[config.mk]
export PLATFORM = sky130hd
export DESIGN_NAME = ones_count_seq
export DESIGN_NICKNAME = d
export VERILOG_FILES = /design/src/rtl/ones_count_seq.sv
export SDC_FILE = /design/constraint.sdc
export NUM_CORES = 1
export LEC_CHECK = 0
export ABC_CLOCK_PERIOD_IN_PS = 1150
export CORE_ASPECT_RATIO = 1.25
export CORE_UTILIZATION = 49
export CTS_BUF_LIST = sky130_fd_sc_hd__clkbuf_8
export DETAILED_ROUTE_END_ITERATION = 10
export PLACE_DENSITY = 0.78
export REMOVE_ABC_BUFFERS = 1
export SLEW_MARGIN = 20
export SYNTH_ARGS = -nofsm -noshare
export SYNTH_HDL_FRONTEND = slang
export SYNTH_SLANG_ARGS = --single-unit
[constraint.sdc]
create_clock -name clk -period 1.15 [get_ports clk]
set_input_delay 0.115 -clock clk [delete_from_list [all_inputs] [get_ports clk]]
set_output_delay 0.115 -clock clk [all_outputs]
set_load 0.05 [all_outputs]
[src/rtl/ones_count_seq.sv]
// Bit-serial population counter for 15-bit words with a valid/ready handshake on
// both sides. The word is scanned LSB first; EARLY_EXIT stops once no set bits remain.
module ones_count_seq #(
  parameter int unsigned EARLY_EXIT = 0,
  parameter int unsigned MAJ_THRESH = 8
) (
  input  logic        clk,
  input  logic        rst,
  input  logic        in_valid,
  output logic        in_ready,
  input  logic [14:0] in_data,
  output logic        out_valid,
  input  logic        out_ready,
  output logic [3:0]  out_count,
  output logic        out_majority,
  output logic        busy
);

  typedef enum logic [1:0] {StIdle, StShift, StDone} state_e;

  localparam logic [4:0] Thresh = 5'(MAJ_THRESH);

  state_e      state_q, state_d;
  logic [14:0] shreg_q, shreg_d;
  logic [3:0]  acc_q, acc_d;
  logic [3:0]  idx_q, idx_d;
  logic [3:0]  count_q, count_d;
  logic        maj_q, maj_d;

  logic [14:0] shreg_next;
  logic [3:0]  acc_next;
  logic        last_step;

  always_comb begin
    acc_next   = acc_q + {3'b000, shreg_q[0]};
    shreg_next = {1'b0, shreg_q[14:1]};
    // Bit 14 always ends the scan; early exit also ends it once the remainder is empty.
    last_step  = (idx_q == 4'd14) || ((EARLY_EXIT != 0) && (shreg_next == '0));
  end

  always_comb begin
    state_d = state_q;
    shreg_d = shreg_q;
    acc_d   = acc_q;
    idx_d   = idx_q;
    count_d = count_q;
    maj_d   = maj_q;
    unique case (state_q)
      StIdle: begin
        if (in_valid) begin
          shreg_d = in_data;
          acc_d   = '0;
          idx_d   = '0;
          state_d = StShift;
        end
      end
      StShift: begin
        shreg_d = shreg_next;
        acc_d   = acc_next;
        idx_d   = idx_q + 4'd1;
        if (last_step) begin
          state_d = StDone;
          count_d = acc_next;
          maj_d   = ({1'b0, acc_next} >= Thresh);
        end
      end
      StDone: begin
        if (out_ready) begin
          state_d = StIdle;
        end
      end
      default: state_d = StIdle;
    endcase
  end

  always_ff @(posedge clk) begin
    if (rst) begin
      state_q <= StIdle;
      shreg_q <= '0;
      acc_q   <= '0;
      idx_q   <= '0;
      count_q <= '0;
      maj_q   <= 1'b0;
    end else begin
      state_q <= state_d;
      shreg_q <= shreg_d;
      acc_q   <= acc_d;
      idx_q   <= idx_d;
      count_q <= count_d;
      maj_q   <= maj_d;
    end
  end

  assign in_ready     = (state_q == StIdle) && !rst;
  assign out_valid    = (state_q == StDone);
  assign busy         = (state_q != StIdle);
  assign out_count    = count_q;
  assign out_majority = maj_q;

endmodule

==> summary.txt <==
Run status
  – Run status: complete, but fails checks
  – Violated checks: negative setup slack

Power and ir drop
  – Sw Ratio: 0.267
  – Combinational group share of total power: 0.215
  – P per Cell Area: approximately 1100 nW/um^2
  – Internal power consumption: just over 0.002 W
  – Net Sw Power: 0.000737 W
  – Power share of the sequential group: 0.415
  – VDD IR-drop max: ~1.0 mV
  – Static leakage power: 1.02 nW
  – Clock network fraction of total power: 0.369

Critical path
  – Setup CP Type: reg2out
  – Crit path capture type: primary output
  – Number of cell instances on the worst register-to-register path: 6
  – Endpoint of the worst setup timing path: in_ready
  – Worst flop-to-flop path endpoint: out_count[3]
  – Highest fanout seen on the critical path: 3
  – Nature of the critical path startpoint: flop
  – Flop-to-flop setup slack: -0.19 ns
  – Required time at the endpoint of the critical path: just over 1 ns
  – Critical R2R Launch: state_q[0]
  – Timing startpoint of the critical path: state_q[0]
  – CP arrival: roughly 1.2 ns

Logic synthesis
  – Synthesized instance count: around 190
  – Syn_area_per_cell: between 8 and 9 um^2
  – Seq/Total Area, Yosys: 0.387
  – Synthesized cell area: about 1600 um^2
  – Synthesis-stage register bit count: 30
  – Count of different cell masters after synthesis: 32
  – Total of warnings raised by yosys: 0

STA
  – Number of pins exceeding their max-slew limit in the final report: 0
  – Maximum operating frequency: roughly 0.74 GHz
  – Final count of negative-setup-slack endpoints: 30
  – RSZ-0062 raised after global routing: yes
  – Worst path setup slack after routing: -0.195 ns
  – Crit path time final: ~1.3 ns
  – Hold Fails Final Rpt: 0
  – Slew Limit Headroom: 0.813
  – Share of the cycle needed by the critical path after routing: 1.17
  – Setup Total Neg Slack: -3.78 ns
  – Worst setup skew after layout: about 0.0027 ns
  – Worst-Margin Slew: approximately 0.28 ns

CTS
  – Clock slew at reported path FFs: about 0.060 ns
  – Clk sink count: 30
  – CTS H-tree depth: 2
  – Number of buffers on the longest clock path: 2
  – Master cell of the clock root buffer: sky130_fd_sc_hd__clkbuf_8
  – Source-to-sink clock delay at the later pin of the worst-skew pair: roughly 0.28 ns
  – TritonCTS clock tree: yes
  – Number of buffers inserted during clock tree synthesis: 5

Floorplan
  – I/O pin count: 27
  – Starting Density: 0.522
  – Die boundary width: between 50 and 60 um
  – Site row count: 22
  – Total core area: 2970 um^2
  – Die height: between 60 and 70 um
  – Die area: approximately 3400 um^2

Cells and area
  – Area grow syn2layout: 67.3%
  – ANT cells: 0
  – Non-filler cells in the finished layout: ~280
  – Fillers: roughly 130
  – Fraction of layout instances using a drive strength above 1: 0.470
  – Layout Utilization: 0.873
  – Number of nets in the layout: 269

Route
  – Via count: around 1700
  – Post-route ant nets: 0
  – Number of iterations in the first detailed-routing pass: 4
  – DRC violation count after routing: 0
  – Vias per cell: between 5 and 6
  – Average wire per cell in the routed design: ~19 um
  – Final Routed Wirelength: ~5300 um
  – Number of DRC markers after the initial detailed-route iteration: 63

Global route
  – Vias in the first global route: 1667
  – All-layer global routing usage: 0.295
  – First-pass GRT wire length: 7400 um
  – Total overflow reported by the global router: 0
  – Initial antenna violation count: 0
  – Pin count of the biggest net entering global routing: 27

Place
  – Hpwl dp: around 2800 um
  – Placer congestion estimate: about 0.9
  – DP Cell Count: 266
  – IO buf count: 26

Job
  – MaxCap Viol Count: 0

Min path
  – Worst min path class: reg2reg
  – Cells on Worst Hold Path: 2
-- worst min path at each step --
| stage | from | end |
|---|---|---|
| after floorplan | rst | acc_q[2] |
| after global placement | shreg_q[14] | shreg_q[14] |
| after detailed placement | shreg_q[14] | shreg_q[14] |
| after CTS | shreg_q[14] | shreg_q[14] |
| after global routing | shreg_q[14] | shreg_q[14] |
| final | shreg_q[13] | shreg_q[13] |
-- critical path: stages (launching register included) --
cell and delay (ns):
sky130_fd_sc_hd__dfxtp_2 0.32, sky130_fd_sc_hd__buf_6 0.11, sky130_fd_sc_hd__or2_4 0.25, sky130_fd_sc_hd__nor2_4 0.12
sky130_fd_sc_hd__buf_12 0.14
-- routing by layer --
| layer | up-vias | routed length [um] | share of wire | global-route usage |
|---|---|---|---|---|
| met5 | - | 0 | 0 | 0 |
| met4 | 0 | 182 | 0.034 | 0.122 |
| met3 | 24 | 295 | 0.055 | 0.0751 |
| met2 | 79 | 2850 | 0.53 | 0.562 |
| met1 | 795 | 2010 | 0.38 | 0.287 |
| li1 | 777 | - | - | - |
-- registers in the layout (all words and copies together) (netlist names) --
| signal | flops |
|---|---|
| state_q | 2 |
| idx_q | 4 |
| out_majority | 1 |
| acc_q | 4 |
| out_count | 4 |
| shreg_q | 15 |
-- power groups by stage --
| stage | sequential (W) | combinational, W | clock, W |
|---|---|---|---|
| after floorplan | 0.00116 | 0.000195 | 0 |
| after global placement | 0.00116 | 0.000425 | 0 |
| after detailed placement | 0.00116 | 0.000443 | 0 |
| after CTS | 0.00114 | 0.000508 | 0.00100 |
| after global routing | 0.00115 | 0.000627 | 0.00107 |
| final | 0.00115 | 0.000593 | 0.00102 |
-- metrics by stage --
stage                     power, W  setup WS (ns)  hold slack [ns]  cell area, um^2
after CTS                  0.00265         -0.181            0.474             2380
after global routing       0.00285         -0.252            0.519             2600
after detailed placement   0.00160         -0.257            0.465             2080
final                      0.00276         -0.195            0.489             2600
after global placement     0.00158         -0.245            0.448             2080
after floorplan            0.00136         -0.863            0.184             1460
-- final cells by class --
| cell class | count | area (um^2) | area share |
|---|---|---|---|
| multi-input cells | 132 | 1070 | 0.414 |
| flip-flops and latches | 30 | 614 | 0.237 |
| clock buffers | 8 | 110 | 0.0424 |
| repair buffers | 63 | 699 | 0.269 |
| well taps | 36 | 45.0 | 0.0173 |
| inverters | 14 | 52.6 | 0.0202 |
-- synth_stat cells --
library cell / instances / area share
sky130_fd_sc_hd__xnor2_1: 1 / 0.0056
sky130_fd_sc_hd__nand2b_1: 3 / 0.012
sky130_fd_sc_hd__a21o_1: 1 / 0.0048
sky130_fd_sc_hd__nand3_1: 6 / 0.019
sky130_fd_sc_hd__o21ba_2: 1 / 0.0065
sky130_fd_sc_hd__xor2_1: 1 / 0.0056
sky130_fd_sc_hd__dfxtp_1: 30 / 0.39
sky130_fd_sc_hd__nand3b_1: 2 / 0.0097
sky130_fd_sc_hd__nand2b_4: 1 / 0.0089
sky130_fd_sc_hd__o21bai_2: 1 / 0.0073
sky130_fd_sc_hd__a2bb2oi_1: 1 / 0.0056
sky130_fd_sc_hd__and3_1: 1 / 0.0040
sky130_fd_sc_hd__or2_2: 1 / 0.0040
sky130_fd_sc_hd__buf_2: 10 / 0.032
sky130_fd_sc_hd__o31ai_1: 1 / 0.0048
sky130_fd_sc_hd__or3b_2: 2 / 0.011
sky130_fd_sc_hd__o221a_2: 12 / 0.087
sky130_fd_sc_hd__a21oi_1: 34 / 0.11
sky130_fd_sc_hd__a31oi_1: 1 / 0.0040
sky130_fd_sc_hd__nor3_1: 2 / 0.0065
sky130_fd_sc_hd__a22oi_1: 3 / 0.015
sky130_fd_sc_hd__or3_1: 1 / 0.0040
sky130_fd_sc_hd__o21ai_0: 4 / 0.013
sky130_fd_sc_hd__buf_6: 2 / 0.015
sky130_fd_sc_hd__a211oi_1: 5 / 0.024
sky130_fd_sc_hd__ha_1: 4 / 0.032
sky130_fd_sc_hd__nor3b_1: 2 / 0.0097
sky130_fd_sc_hd__inv_1: 14 / 0.034
sky130_fd_sc_hd__nor2_1: 33 / 0.080
sky130_fd_sc_hd__nand2_1: 4 / 0.0097
sky130_fd_sc_hd__nor2b_1: 4 / 0.016
sky130_fd_sc_hd__clkbuf_1: 5 / 0.012
-- placed cells by master, fill, tap and decap left out, types with 2 or more instances in the layout --
cell type	n
sky130_fd_sc_hd__nor2_4	2
sky130_fd_sc_hd__nand2_1	3
sky130_fd_sc_hd__nor2b_4	2
sky130_fd_sc_hd__o221a_2	9
sky130_fd_sc_hd__nor3b_4	2
sky130_fd_sc_hd__a21oi_2	8
sky130_fd_sc_hd__inv_1	13
sky130_fd_sc_hd__buf_4	22
sky130_fd_sc_hd__dfxtp_2	5
sky130_fd_sc_hd__nand3_2	4
sky130_fd_sc_hd__a22oi_2	2
sky130_fd_sc_hd__buf_8	2
sky130_fd_sc_hd__nand3_1	2
sky130_fd_sc_hd__or3b_4	2
sky130_fd_sc_hd__clkdlybuf4s50_1	18
sky130_fd_sc_hd__dfxtp_1	23
sky130_fd_sc_hd__ha_4	3
sky130_fd_sc_hd__nand3b_1	2
sky130_fd_sc_hd__buf_6	11
sky130_fd_sc_hd__buf_12	10
sky130_fd_sc_hd__clkbuf_8	8
sky130_fd_sc_hd__nor3_1	2
sky130_fd_sc_hd__o221a_4	3
sky130_fd_sc_hd__nor2_1	31
sky130_fd_sc_hd__dfxtp_4	2
sky130_fd_sc_hd__nand2b_1	3
sky130_fd_sc_hd__a21oi_1	26
sky130_fd_sc_hd__o21ai_2	2
sky130_fd_sc_hd__a211oi_2	4
-- kinds of logic (layout without fill, tap and decap cells) --
kind of cell / Yosys count / in the layout / share of synthesized area
compound gates: 64 / 64 / 0.281
simple gates: 62 / 62 / 0.195
fa+ha+maj: 4 / 4 / 0.0323
buf+inv: 31 / 85 / 0.0927
xor+xnor: 2 / 2 / 0.0113
flops: 30 / 30 / 0.387
-- repair_timing --
item / CTS / global route
cloned: 1 / 0
setup buffers: 3 / 6
hold buffers: 0 / 0
gates resized for setup: 48 / 39
pin swaps: 11 / 19
setup endpoints to repair: 29 / 32
Note: power is estimated with default switching activity, not from simulation.
